===== src/rtl/alu_op_sequencer.sv =====
// Handshake wrapper around a combinational ALU: registers a command, captures
// the ALU result and flags, and keeps a chain carry for multi-word arithmetic.
module alu_op_sequencer #(
    parameter int BUS_WIDTH = 8,
    parameter int ERR_CNT_W = 8
) (
    input  logic                 clk,
    input  logic                 rst,
    input  logic                 in_valid,
    output logic                 in_ready,
    input  logic [BUS_WIDTH-1:0] in_a,
    input  logic [BUS_WIDTH-1:0] in_b,
    input  logic [3:0]           in_opcode,
    input  logic                 in_use_carry,
    input  logic                 in_clear_carry,
    output logic [BUS_WIDTH-1:0] alu_a,
    output logic [BUS_WIDTH-1:0] alu_b,
    output logic [3:0]           alu_opcode,
    output logic                 alu_carry_in,
    input  logic [BUS_WIDTH-1:0] alu_y,
    input  logic                 alu_carry_out,
    input  logic                 alu_borrow,
    input  logic                 alu_zero,
    input  logic                 alu_parity,
    input  logic                 alu_invalid_op,
    output logic                 out_valid,
    input  logic                 out_ready,
    output logic [BUS_WIDTH-1:0] out_y,
    output logic [4:0]           out_flags,
    output logic                 carry_flag,
    output logic [ERR_CNT_W-1:0] err_count
);

    typedef enum logic [1:0] {
        IDLE = 2'd0,
        EXEC = 2'd1,
        HOLD = 2'd2
    } state_t;

    state_t state;

    localparam logic [3:0] OP_ADDC = 4'd2;
    localparam logic [3:0] OP_SUB  = 4'd3;
    localparam logic [3:0] OP_INC  = 4'd4;
    localparam logic [3:0] OP_DEC  = 4'd5;

    assign in_ready = (state == IDLE) && !rst;

    always_ff @(posedge clk) begin
        if (rst) begin
            state        <= IDLE;
            alu_a        <= '0;
            alu_b        <= '0;
            alu_opcode   <= '0;
            alu_carry_in <= 1'b0;
            out_valid    <= 1'b0;
            out_y        <= '0;
            out_flags    <= '0;
            carry_flag   <= 1'b0;
            err_count    <= '0;
        end else begin
            unique case (state)
                IDLE: begin
                    if (in_valid) begin
                        alu_a        <= in_a;
                        alu_b        <= in_b;
                        alu_opcode   <= in_opcode;
                        alu_carry_in <= in_use_carry & ~in_clear_carry
                                        & carry_flag;
                        if (in_clear_carry)
                            carry_flag <= 1'b0;
                        state <= EXEC;
                    end
                end
                EXEC: begin
                    out_y     <= alu_y;
                    out_flags <= {alu_invalid_op, alu_parity, alu_zero,
                                  alu_borrow, alu_carry_out};
                    out_valid <= 1'b1;
                    // Chain carry follows only the carry/borrow producing ops
                    if (alu_opcode == OP_ADDC || alu_opcode == OP_INC)
                        carry_flag <= alu_carry_out;
                    else if (alu_opcode == OP_SUB || alu_opcode == OP_DEC)
                        carry_flag <= alu_borrow;
                    if (alu_invalid_op && err_count != '1)
                        err_count <= err_count + ERR_CNT_W'(1);
                    state <= HOLD;
                end
                HOLD: begin
                    if (out_ready) begin
                        out_valid <= 1'b0;
                        state     <= IDLE;
                    end
                end
                default: state <= IDLE;
            endcase
        end
    end

endmodule

===== config.mk =====
export PLATFORM = sky130hd
export DESIGN_NAME = alu_op_sequencer
export DESIGN_NICKNAME = d
export VERILOG_FILES = /design/src/rtl/alu_op_sequencer.sv
export SDC_FILE = /design/constraint.sdc
export NUM_CORES = 1
export LEC_CHECK = 0
export ABC_AREA = 1
export BUFFER_PORTS_ARGS = -buffer_cell sky130_fd_sc_hd__buf_2
export CORE_ASPECT_RATIO = 1.4
export CORE_MARGIN = 4
export CORE_UTILIZATION = 25
export DETAILED_ROUTE_END_ITERATION = 8
export PLACE_DENSITY = 0.51
export SLEW_MARGIN = 20
export SYNTH_ARGS = -nofsm -noshare
export SYNTH_HDL_FRONTEND = slang
export SYNTH_SLANG_ARGS = --single-unit

===== constraint.sdc =====
create_clock -name clk -period 2.7 [get_ports clk]
set_clock_uncertainty 0.1 [all_clocks]
set_input_delay 0.54 -clock clk [delete_from_list [all_inputs] [get_ports clk]]
set_output_delay 0.54 -clock clk [all_outputs]
set_load 0.03 [all_outputs]

# After elaboration in Yosys (flattened, before gate mapping)
# Index checks and enable logic that the tools add are counted.
totals:
  out_inout_bits: 45
  ff_bits: 46
  elab_cells: 48
  inputBits: 39
classes:
  n_addsub: 1
  bitwise_logic: 3
  reduce_logical: 13
  eq_ne: 11
  mux: 10
ops:
  columns: ["operator", "n"]
  rows:
  - ["$add 8x1->8 const B", 1]
  - ["$eq 4x2->1 const B", 2]
  - ["$eq 4x3->1 const B", 2]
  - ["$ne 8x8->1 const B", 1]
  - ["$reduce_and 2->1", 4]
  - ["$ne 2x2->1 const B", 3]
  - ["$pmux 2 s3", 1]
  - ["$mux 1", 5]
  - ["$mux 2", 2]
  - ["$pmux 1 s2", 2]
  - ["$reduce_and 4->1", 1]
  - ["$reduce_bool 2->1", 2]
  - ["$ne 3x3->1 const B", 1]
  - ["$and 1x1->1", 2]
  - ["$eq 2x1->1 const B", 1]
  - ["$eq 2x2->1 const B", 1]
  - ["$logic_and 1x1->1", 2]
  - ["$logic_not 2->1", 1]
  - ["$logic_or 1x1->1", 2]
  - ["$logic_not 1->1", 1]
  - ["$not 1->1", 1]

# Longest topological paths before layout
# Gate-level depths: netlist (run 1).
depth:
  depth_word: 5
  ltp_mapped: 9
  depth_no_buf: 8

# Worst setup path before layout (run 1)
# Ideal clock, no wire load.
synth_timing:
  kind: "input-to-output"
  startpoint: "input rst"
  endpoint: "output in_ready"
  n_path_buf: 1
  t_arrival_ns: 1.104
  required_ns: 2.060
  cell_stages: 2
  path_slack_ns: 0.956
  cell_sequence: "buf_2 > nor2_1"
synth_via:
  elab_chain_len: 2
synth_lines:
  columns: ["element", "line_no", "source"]
  rows:
  - ["from (decl)", "8", "input logic rst,"]
  - ["$logic_not 1->1", "47", "assign in_ready = (state == IDLE) && !rst;"]
  - ["$logic_and 1x1->1", "47", null]
  - ["to (decl)", "10", "output logic in_ready,"]
# Every way passes these cells.

# Final worst setup path (run 1)
layout_timing:
  startpoint: "register state[0]"
  endpoint: "output in_ready"
layout_via:
  elab_chain_len: 2
layout_lines:
  columns: ["element", "line_no", "source"]
  rows:
  - ["from (decl)", "40", "state_t state;"]
  - ["from (signal assigned)", "51", "state <= IDLE;"]
  - ["from (signal assigned)", "72", "state <= EXEC;"]
  - ["from (signal assigned)", "87", "state <= HOLD;"]
  - ["$logic_not 2->1", "47", null]
  - ["$logic_and 1x1->1", "47", null]
# Every way passes these cells.

==> flow_summary.json, run 1 <==
{
  "critPathBufInv": 2,
  "critPathTopFamily": "flip-flops",
  "gr-total-overflow": 0,
  "leakage_nw": 1.19,
  "worst_pin_slew_ns": 0.665,
  "min_delay_path_depth": 2,
  "cts_tree": "done",
  "areaGrowthSynthToFinish_pct": 29.8,
  "rrSetupSlack_ns": 1.08,
  "max_freq_mhz": 554,
  "use_met1": 0.128,
  "antenna_found_initial": 0,
  "clk_latency_ns": 0.29,
  "cts-root-buf": "clkbuf_8",
  "hold_viol": 0,
  "end_kind": "output pin",
  "status": "finished clean",
  "cp_slowest_cell": "dfxtp_1",
  "holdCritStartpoint": "out_ready",
  "maxSlewHeadroom": 0.557,
  "p_per_area_nw_per_um2": 608,
  "vias_per_cell": 4.18,
  "clk_pin_slew_worst_paths_ns": 0.08,
  "ir_worst_vdd_mv": 0.212,
  "crit-reg2reg-capture": "err_count[7]",
  "slew_violations": 0,
  "grt_pass1_vias": 1697,
  "crit_path_start_kind": "register",
  "fin_crit_ns": 1.80,
  "h-tree-depth": 2,
  "nets": 370,
  "tns_ns": 0,
  "worstPathArrival_ns": 1.16,
  "place_ws_ns": 0.986,
  "cp_cell_sequence": "inv_1, nand2_1, nor2_1, buf_2",
  "grt_first_pass_wirelength_mm": 7.84,
  "critPathKind": "reg2out",
  "die_height_um": 110,
  "r2r_cells": 8,
  "cts_buffers": 5,
  "holdPathEnd": "out_valid",
  "io_buffers": 83,
  "ys_types": 25,
  "dieArea_sq_um": 8940,
  "cts_num_sinks": 46,
  "syn_nets": 291,
  "coreArea_sq_um": 7310,
  "gp_routability_congestion": 0.800,
  "io_pins": 84,
  "cts_max_path_buffers": 2,
  "slowest_delay_ns": 0.34,
  "syn_avg_cell_area_sq_um": 7.44,
  "grt_max_degree": 41,
  "timing.rr.start": "err_count[0]",
  "drive_gt1_frac": 0.299,
  "drtIter0Drc": 25,
  "start_util": 0.255,
  "cap_violations": 0,
  "grt_use_met2": 0.203,
  "cts_setup_buffers": 0,
  "netlist_area_sq_um": 1870,
  "drcViolationCount": 0,
  "antenna_cells": 0,
  "grt_busiest_layer": "met2",
  "drt-wirelength-per-cell_um": 11.3,
  "row_count": 37,
  "rsz0062_at_grt": "no",
  "power_mw": 1.47,
  "firstDrtPassIters": 4,
  "period_share": 0.668,
  "netlist_instances": 251,
  "ys_seq_elements": 46,
  "grt_usage": 0.113,
  "cts_resized": 0,
  "holdBufCountCts": 0,
  "wirelength_mm": 4.82,
  "drtAntennaViolNets": 0,
  "fin_ws_ns": 0.896,
  "route.vias.total": 1789,
  "yosys_warnings": 0,
  "required_ns": 2.06,
  "path_max_fanout": 4,
  "dpl.hpwl_mm": 3.53,
  "hp-class": "in2reg",
  "setup_viol": 0,
  "met3_usage": 0.0317,
  "seq_area_frac_synth": 0.493,
  "die_w_um": 81.1
}
power by group:
part	total (mW)	switching, mW	internal (mW)
Sequential	0.749	0.0245	0.725
Combinational	0.286	0.196	0.0909
Clock	0.439	0.233	0.206
Total	1.47	0.453	1.02
registers in the layout (all words and copies together) (netlist names):
| signal | flops |
|---|---|
| carry_flag | 1 |
| out_valid | 1 |
| err_count | 8 |
| alu_carry_in | 1 |
| out_y | 8 |
| out_flags | 5 |
| alu_a | 8 |
| state | 2 |
| alu_opcode | 4 |
| alu_b | 8 |
cells by family after synthesis:
family	synth area share
fa+ha+maj	0.00670
xor+xnor	0.00469
flops	0.493
buf+inv	0.0864
compound gates	0.122
simple gates	0.287
worst register-to-register path, stage by stage, from the launching register on:
cell	delay, ns
dfxtp_1	0.39
ha_1	0.22
nand2_2	0.08
nor2_2	0.11
nand2_1	0.23
nand2_1	0.21
nor2_1	0.06
nor2_1	0.08
nor2_1	0.05
metrics by stage:
step           utilization  cell area [sq um]  hold slack [ns]  cells
2_1_floorplan            -               1870            0.365    251
3_3_place_gp         0.319               2330            0.360    420
3_5_place_dp         0.319               2330            0.363    420
4_1_cts              0.332               2420            0.332    428
5_1_grt              0.332               2420            0.340    428
6_report             0.332               2420            0.346    428
area by class of cell:
type                            count  area [sq um]
Sequential cell                    46           921
Fill cell                         837          4890
Clock buffer                        6          82.6
Multi-Input combinational cell    173           786
Timing Repair Buffer               85           430
Tap cell                           97           121
Inverter                           19          71.3
Clock inverter                      2          12.5
how the worst max path moves through the flow:
| stage | cells past startpoint | startpoint | to |
|---|---|---|---|
| final | 4 | state[0] | in_ready |
| after global routing | 4 | state[0] | in_ready |
| after CTS | 4 | state[0] | in_ready |
| after detailed placement | 5 | in_valid | alu_carry_in |
| after global placement | 5 | in_valid | alu_carry_in |
| after floorplan | 2 | rst | in_ready |
layout by cell type, fill, tap and decap left out, types with 2 or more instances in the layout:
cell type,n
nand3_1,8
nand3b_1,2
nor2_1,78
nand2_1,28
a31oi_1,2
dfxtp_1,46
buf_4,2
a21oi_1,7
inv_1,18
o21ai_0,35
clkbuf_8,6
buf_2,83
nand4_1,4
cell usage after synthesis:
| master | count | area share |
|---|---|---|
| nor2_1 | 78 | 0.16 |
| dfxtp_1 | 46 | 0.49 |
| o21ai_0 | 35 | 0.094 |
| nand2_1 | 28 | 0.056 |
| inv_1 | 18 | 0.036 |
| nand3_1 | 8 | 0.021 |
| a21oi_1 | 7 | 0.019 |
| buf_2 | 5 | 0.013 |
| buf_6 | 4 | 0.024 |
| nand4_1 | 4 | 0.013 |
| a31oi_1 | 2 | 0.0067 |
| clkbuf_1 | 2 | 0.0040 |
| nand3b_1 | 2 | 0.0080 |
| buf_4 | 1 | 0.0040 |
| clkbuf_2 | 1 | 0.0027 |
| ha_1 | 1 | 0.0067 |
| inv_2 | 1 | 0.0020 |
| nand2_2 | 1 | 0.0034 |
| nand2_4 | 1 | 0.0060 |
| nand3_2 | 1 | 0.0054 |
| nor2_2 | 1 | 0.0034 |
| nor2_8 | 1 | 0.011 |
| nor3_1 | 1 | 0.0027 |
| o21ai_1 | 1 | 0.0027 |
| xnor2_1 | 1 | 0.0047 |
per-layer routing:
metal | wire length, um | vias to the layer above
li1 | - | 956
met1 | 2080 | 771
met2 | 2340 | 57
met3 | 358 | 5
met4 | 50 | 0
met5 | 0 | -
Power figures use the tool's default switching activity.
==> inputs of run 2 (changes only) <==
Settings changed: ABC_AREA 1 to 0.
Clock period 2.7 ns to 1.9 ns, I/O delays scaled along.
==> run 2 against run 1 <==
  * Hold slack lost 0.15 ns
  * Critical path depth increased by 1
  * Routed wire length shrank 4.4%
  * Critical path type is now reg2reg
  * Critical endpoint is now err_count[1]
  * Largest power group unchanged
==> flow_summary.json, run 2 <==
{
  "place_ws_ns": 0.212,
  "h-tree-depth": 2,
  "crit-reg2reg-capture": "err_count[1]",
  "netlist_area_sq_um": 1770,
  "crit_end": "err_count[1]",
  "yosysMostFrequentCell": "nand2_1",
  "synth_top_area_frac": 0.519,
  "hp-class": "in2reg",
  "p_comb_frac": 0.162,
  "nets": 333,
  "setup_viol": 0,
  "ys_types": 33,
  "synth-edff-count": 0,
  "antenna_cells": 0,
  "dieArea_sq_um": 8520,
  "drtIter0Drc": 62,
  "cp_cell_sequence": "ha_1, nand3_1, o21ai_0, mux2i_1, nor2_1",
  "clkPwrFrac": 0.309,
  "timing.rr.start": "err_count[0]",
  "synth.top_cells.by_area": "dfxtp_1 (52%), nand2_1 (14%), a21oi_1 (11%)",
  "cts_setup_buffers": 0,
  "leakage_nw": 1.10,
  "maxSlewHeadroom": 0.672,
  "yosys_warnings": 0,
  "placed_cells": 381,
  "crit_path_start_kind": "register",
  "io_buffers": 83,
  "hold_viol": 0,
  "netlist_instances": 210,
  "worstPathArrival_ns": 1.78,
  "firstDrtPassIters": 4,
  "gr-total-overflow": 0,
  "areaGrowthSynthToFinish_pct": 34.6,
  "clk_pin_slew_worst_paths_ns": 0.10,
  "hold-worst-slack_ns": 0.200,
  "syn_avg_cell_area_sq_um": 8.44,
  "critPathKind": "reg2reg",
  "cp-startpoint": "err_count[0]",
  "r2r_cells": 5,
  "die_height_um": 108,
  "max_freq_mhz": 589,
  "fin_util": 0.344,
  "p_sw_frac": 0.297,
  "power.switching_uw": 583,
  "gp_routability_congestion": 0.769,
  "die_w_um": 79.2,
  "grt_pass1_vias": 1588,
  "rrSetupSlack_ns": 0.20,
  "clk_latency_ns": 0.30,
  "end_kind": "register",
  "io_pins": 84,
  "p_int_mw": 1.38,
  "vias_per_cell": 4.22,
  "grt_max_degree": 46,
  "num-fill-cells": 768,
  "cts_resized": 0,
  "row_count": 36,
  "cp_slowest_cell": "dfxtp_1",
  "drtAntennaViolNets": 0,
  "cts-root-buf": "clkbuf_8",
  "drcViolationCount": 0,
  "ys.flop_type": "dfxtp_1",
  "start_util": 0.256,
  "slowest_delay_ns": 0.39,
  "cts_buffers": 5,
  "final_common_cell": "buf_2",
  "holdBufCountCts": 0,
  "required_ns": 1.98,
  "yosys.area.top_type": "dfxtp_1",
  "synth_common_cells": "nand2_1 (68), dfxtp_1 (46), a21oi_1 (38), nor2_1 (8), clkbuf_1 (6)",
  "grt_usage": 0.114,
  "route.vias.total": 1642,
  "path_max_fanout": 5,
  "coreArea_sq_um": 6940,
  "syn_nets": 250,
  "async_flop_share": 0,
  "cts_num_sinks": 46,
  "cts_tree": "done",
  "antenna_found_initial": 0,
  "p_per_area_nw_per_um2": 823,
  "tns_ns": 0,
  "drt-wirelength-per-cell_um": 11.9,
  "ir_worst_vdd_mv": 0.391,
  "period_share": 0.894,
  "dpl.hpwl_mm": 3.35,
  "fin_crit_ns": 1.70,
  "status": "finished clean",
  "grt_first_pass_wirelength_mm": 7.56,
  "mostFrequentLayoutCells": "buf_2 (83), nand2_1 (68), dfxtp_1 (46)",
  "seq_area_frac_synth": 0.519,
  "rsz0062_at_grt": "no",
  "seqCellArea_sq_um": 921,
  "cap_violations": 0,
  "instances_no_fill": 389,
  "multi_input_area_sq_um": 796,
  "cts_max_path_buffers": 2,
  "drive_gt1_frac": 0.350,
  "seqPwrFrac": 0.529,
  "fin_ws_ns": 0.202,
  "worst_pin_slew_ns": 0.492,
  "wirelength_mm": 4.61,
  "ys_seq_elements": 46,
  "slew_violations": 0
}
## run 2: changes by cell type in the layout (fill, tap and decap cells not counted), moves of 3 or more
cell | previous run | this run
nor2b_1 | 0 | 3
nand3_1 | 8 | 1
xor2_1 | 0 | 4
and2_1 | 0 | 3
buf_4 | 2 | 6
nor2_1 | 78 | 8
nand2_1 | 28 | 68
nand4_1 | 4 | 1
o21ai_0 | 35 | 2
inv_1 | 18 | 0
a21oi_1 | 7 | 38
mux2i_1 | 0 | 3
## run 2: layout make-up
| cell class | instances | area share |
|---|---|---|
| Clock buffer | 5 | 0.0288 |
| Multi-Input combinational cell | 151 | 0.334 |
| Timing Repair Buffer | 89 | 0.193 |
| Tap cell | 95 | 0.0498 |
| Clock inverter | 3 | 0.00891 |
| Sequential cell | 46 | 0.386 |
## run 2: critical path: cells and delay by family, from the launching register on
kind	cells	cell delay, ns
muxes	1	0.24
DFF	1	0.39
adders and majority gates	1	0.20
and+or+nand+nor	2	0.27
AOI/OAI and AO/OA	1	0.38
## run 2: worst min-delay path by stage
stage                       startpoint             to  slack [ns]  cells after the start
after detailed placement      alu_a[0]       alu_a[0]        0.34                      2
after global routing        alu_parity   out_flags[3]        0.19                      3
final                     in_opcode[1]  alu_opcode[1]        0.20                      3
after floorplan               in_valid       state[0]        0.40                      1
after global placement        alu_b[0]       alu_b[0]        0.34                      2
after CTS                   alu_parity   out_flags[3]        0.19                      3
## run 2: logic make-up (layout without fill, tap and decap cells)
kind of cell    count (synthesis)  after routing  share of synthesized area
compound gates                 45             45                      0.144
xor+xnor                        6              6                     0.0296
fa+ha+maj                       1              1                    0.00706
buf+inv                        13             97                     0.0346
flops                          46             46                      0.519
mux                             3              3                     0.0169
simple gates                   96             96                      0.248
## run 2: metal layers
layer	GRT usage	part of all wire
met2	0.186	0.48
met1	0.139	0.43
met3	0.0427	0.081
met4	0.0369	0.014
met5	0	0
## run 2: through the flow
step                      power (mW)  instance area, sq um
after floorplan                 1.26                  1770
after global placement          1.38                  2300
after detailed placement        1.39                  2300
after CTS                       2.00                  2390
after global routing            2.09                  2390
final                           1.96                  2390
## run 2: power by group through the flow
stage / registers, mW / logic [mW] / clock network, mW
after floorplan: 1.15 / 0.117 / 0
after global placement: 1.06 / 0.324 / 0
after detailed placement: 1.06 / 0.325 / 0
after CTS: 1.04 / 0.326 / 0.639
after global routing: 1.05 / 0.357 / 0.684
final: 1.04 / 0.318 / 0.607
==> inputs of run 3 (changes only) <==
Settings changed: ABC_CLOCK_PERIOD_IN_PS from default to 1900, CORE_UTILIZATION 25 to 45, PLACE_DENSITY 0.51 to 0.81.
==> run 3 against run 2 <==
  * Sequential power barely moved
  * Utilization grew 27 points
  * Hold slack better by 0.017 ns
  * Combinational power down 2%
  * Clock power is 2% lower
  * Non-clock buffer count fell by 1
  * Via count increased by 0.18%
  * Die area fell by 41%
  * Global-route usage up 5.6 points
  * Power fell by 1.1%
  * Routed wire length down 12%
==> flow_summary.json, run 3 (synthesized netlist as in run 2, its figures left out) <==
{
  "rsz0062_at_grt": "no",
  "hp-class": "in2reg",
  "period_share": 0.882,
  "leakage_nw": 1.10,
  "start_util": 0.474,
  "antenna_cells": 0,
  "drtIter0Drc": 48,
  "drt-wirelength-per-cell_um": 12.1,
  "grt_usage": 0.171,
  "required_ns": 1.42,
  "io_pins": 84,
  "die_height_um": 82.3,
  "drive_gt1_frac": 0.345,
  "drtAntennaViolNets": 0,
  "coreArea_sq_um": 3740,
  "fin_crit_ns": 1.68,
  "cts_setup_buffers": 0,
  "gp_routability_congestion": 0.780,
  "route.vias.total": 1645,
  "nets": 332,
  "gr-total-overflow": 0,
  "place_ws_ns": 0.249,
  "grt_first_pass_wirelength_mm": 6.45,
  "areaGrowthSynthToFinish_pct": 30.5,
  "clk_latency_ns": 0.29,
  "end_kind": "output pin",
  "fin_ws_ns": 0.225,
  "critPathKind": "reg2out",
  "final_common_cell": "buf_2",
  "maxSlewHeadroom": 0.695,
  "cts_max_path_buffers": 2,
  "antenna_found_initial": 0,
  "die_w_um": 61.1,
  "status": "finished clean",
  "grt_pass1_vias": 1496,
  "p_per_area_nw_per_um2": 840,
  "hold_viol": 0,
  "clk_pin_slew_worst_paths_ns": 0.08,
  "cts_num_sinks": 46,
  "cts_buffers": 5,
  "holdBufCountCts": 0,
  "setup_viol": 0,
  "worstPathArrival_ns": 1.20,
  "cts_resized": 0,
  "grt_max_degree": 46,
  "vias_per_cell": 4.91,
  "cap_violations": 0,
  "io_buffers": 83,
  "firstDrtPassIters": 4,
  "h-tree-depth": 2,
  "row_count": 26,
  "worst_pin_slew_ns": 0.457,
  "dieArea_sq_um": 5020,
  "slew_violations": 0,
  "mostFrequentLayoutCells": "buf_2 (83), nand2_1 (68), dfxtp_1 (46)",
  "crit_path_start_kind": "register",
  "ir_worst_vdd_mv": 0.644,
  "cts-root-buf": "clkbuf_8",
  "dpl.hpwl_mm": 2.95,
  "max_freq_mhz": 597,
  "tns_ns": 0,
  "cts_tree": "done",
  "wirelength_mm": 4.04,
  "path_max_fanout": 8,
  "drcViolationCount": 0
}
==> run 3: cell count changes in the layout (fill, tap and decap cells not counted), sizes merged <==
cell / delta
clkbuf: +2
clkinv: -1
clkinvlp: -1
buf: -1
==> run 3: final timing paths <==
| path | startpoint | to | slack, ns | cells after the start |
|---|---|---|---|---|
| max | state[0] | in_ready | 0.22 | 2 |
| max reg2reg | err_count[0] | err_count[1] | 0.23 | 5 |
| min reg2reg | alu_b[5] | alu_b[5] | 0.35 | 2 |
| min | alu_y[4] | out_y[4] | 0.22 | 3 |
==> run 3: worst max-delay path, stage by stage, from the launching register on <==
cell and delay [ns]:
dfxtp_1 0.40, nor3_1 0.26, buf_2 0.24
==> run 3: power breakdown <==
group | leakage, nW | internal, mW | switching [mW] | total [mW]
Clock | 0.0482 | 0.293 | 0.300 | 0.594
Combinational | 0.674 | 0.109 | 0.202 | 0.311
Sequential | 0.375 | 1.01 | 0.0283 | 1.04
==> run 3: metal layers <==
layer / vias to the layer above / wire, um / global-route usage
li1: 856 / - / -
met1: 722 / 1610 / 0.175
met2: 61 / 1920 / 0.298
met3: 6 / 430 / 0.0653
met4: 0 / 80 / 0.0781
met5: - / 0 / 0
==> run 3: stage by stage <==
step | power [mW] | hold WS (ns) | cells | cell area, sq um | utilization
after CTS | 1.98 | 0.205 | 335 | 2310 | 0.618
after floorplan | 1.26 | 0.402 | 210 | 1770 | -
final | 1.94 | 0.216 | 335 | 2310 | 0.618
after global placement | 1.37 | 0.339 | 327 | 2220 | 0.594
after detailed placement | 1.38 | 0.344 | 327 | 2220 | 0.594
after global routing | 2.05 | 0.204 | 335 | 2310 | 0.618
==> run 3: cell type report <==
class                           instances  area [sq um]
Clock buffer                            7          86.3
Sequential cell                        46           921
Timing Repair Buffer                   88           453
Multi-Input combinational cell        151           796
Clock inverter                          1          5.00
Fill cell                             347          1430
Tap cell                               42          52.6
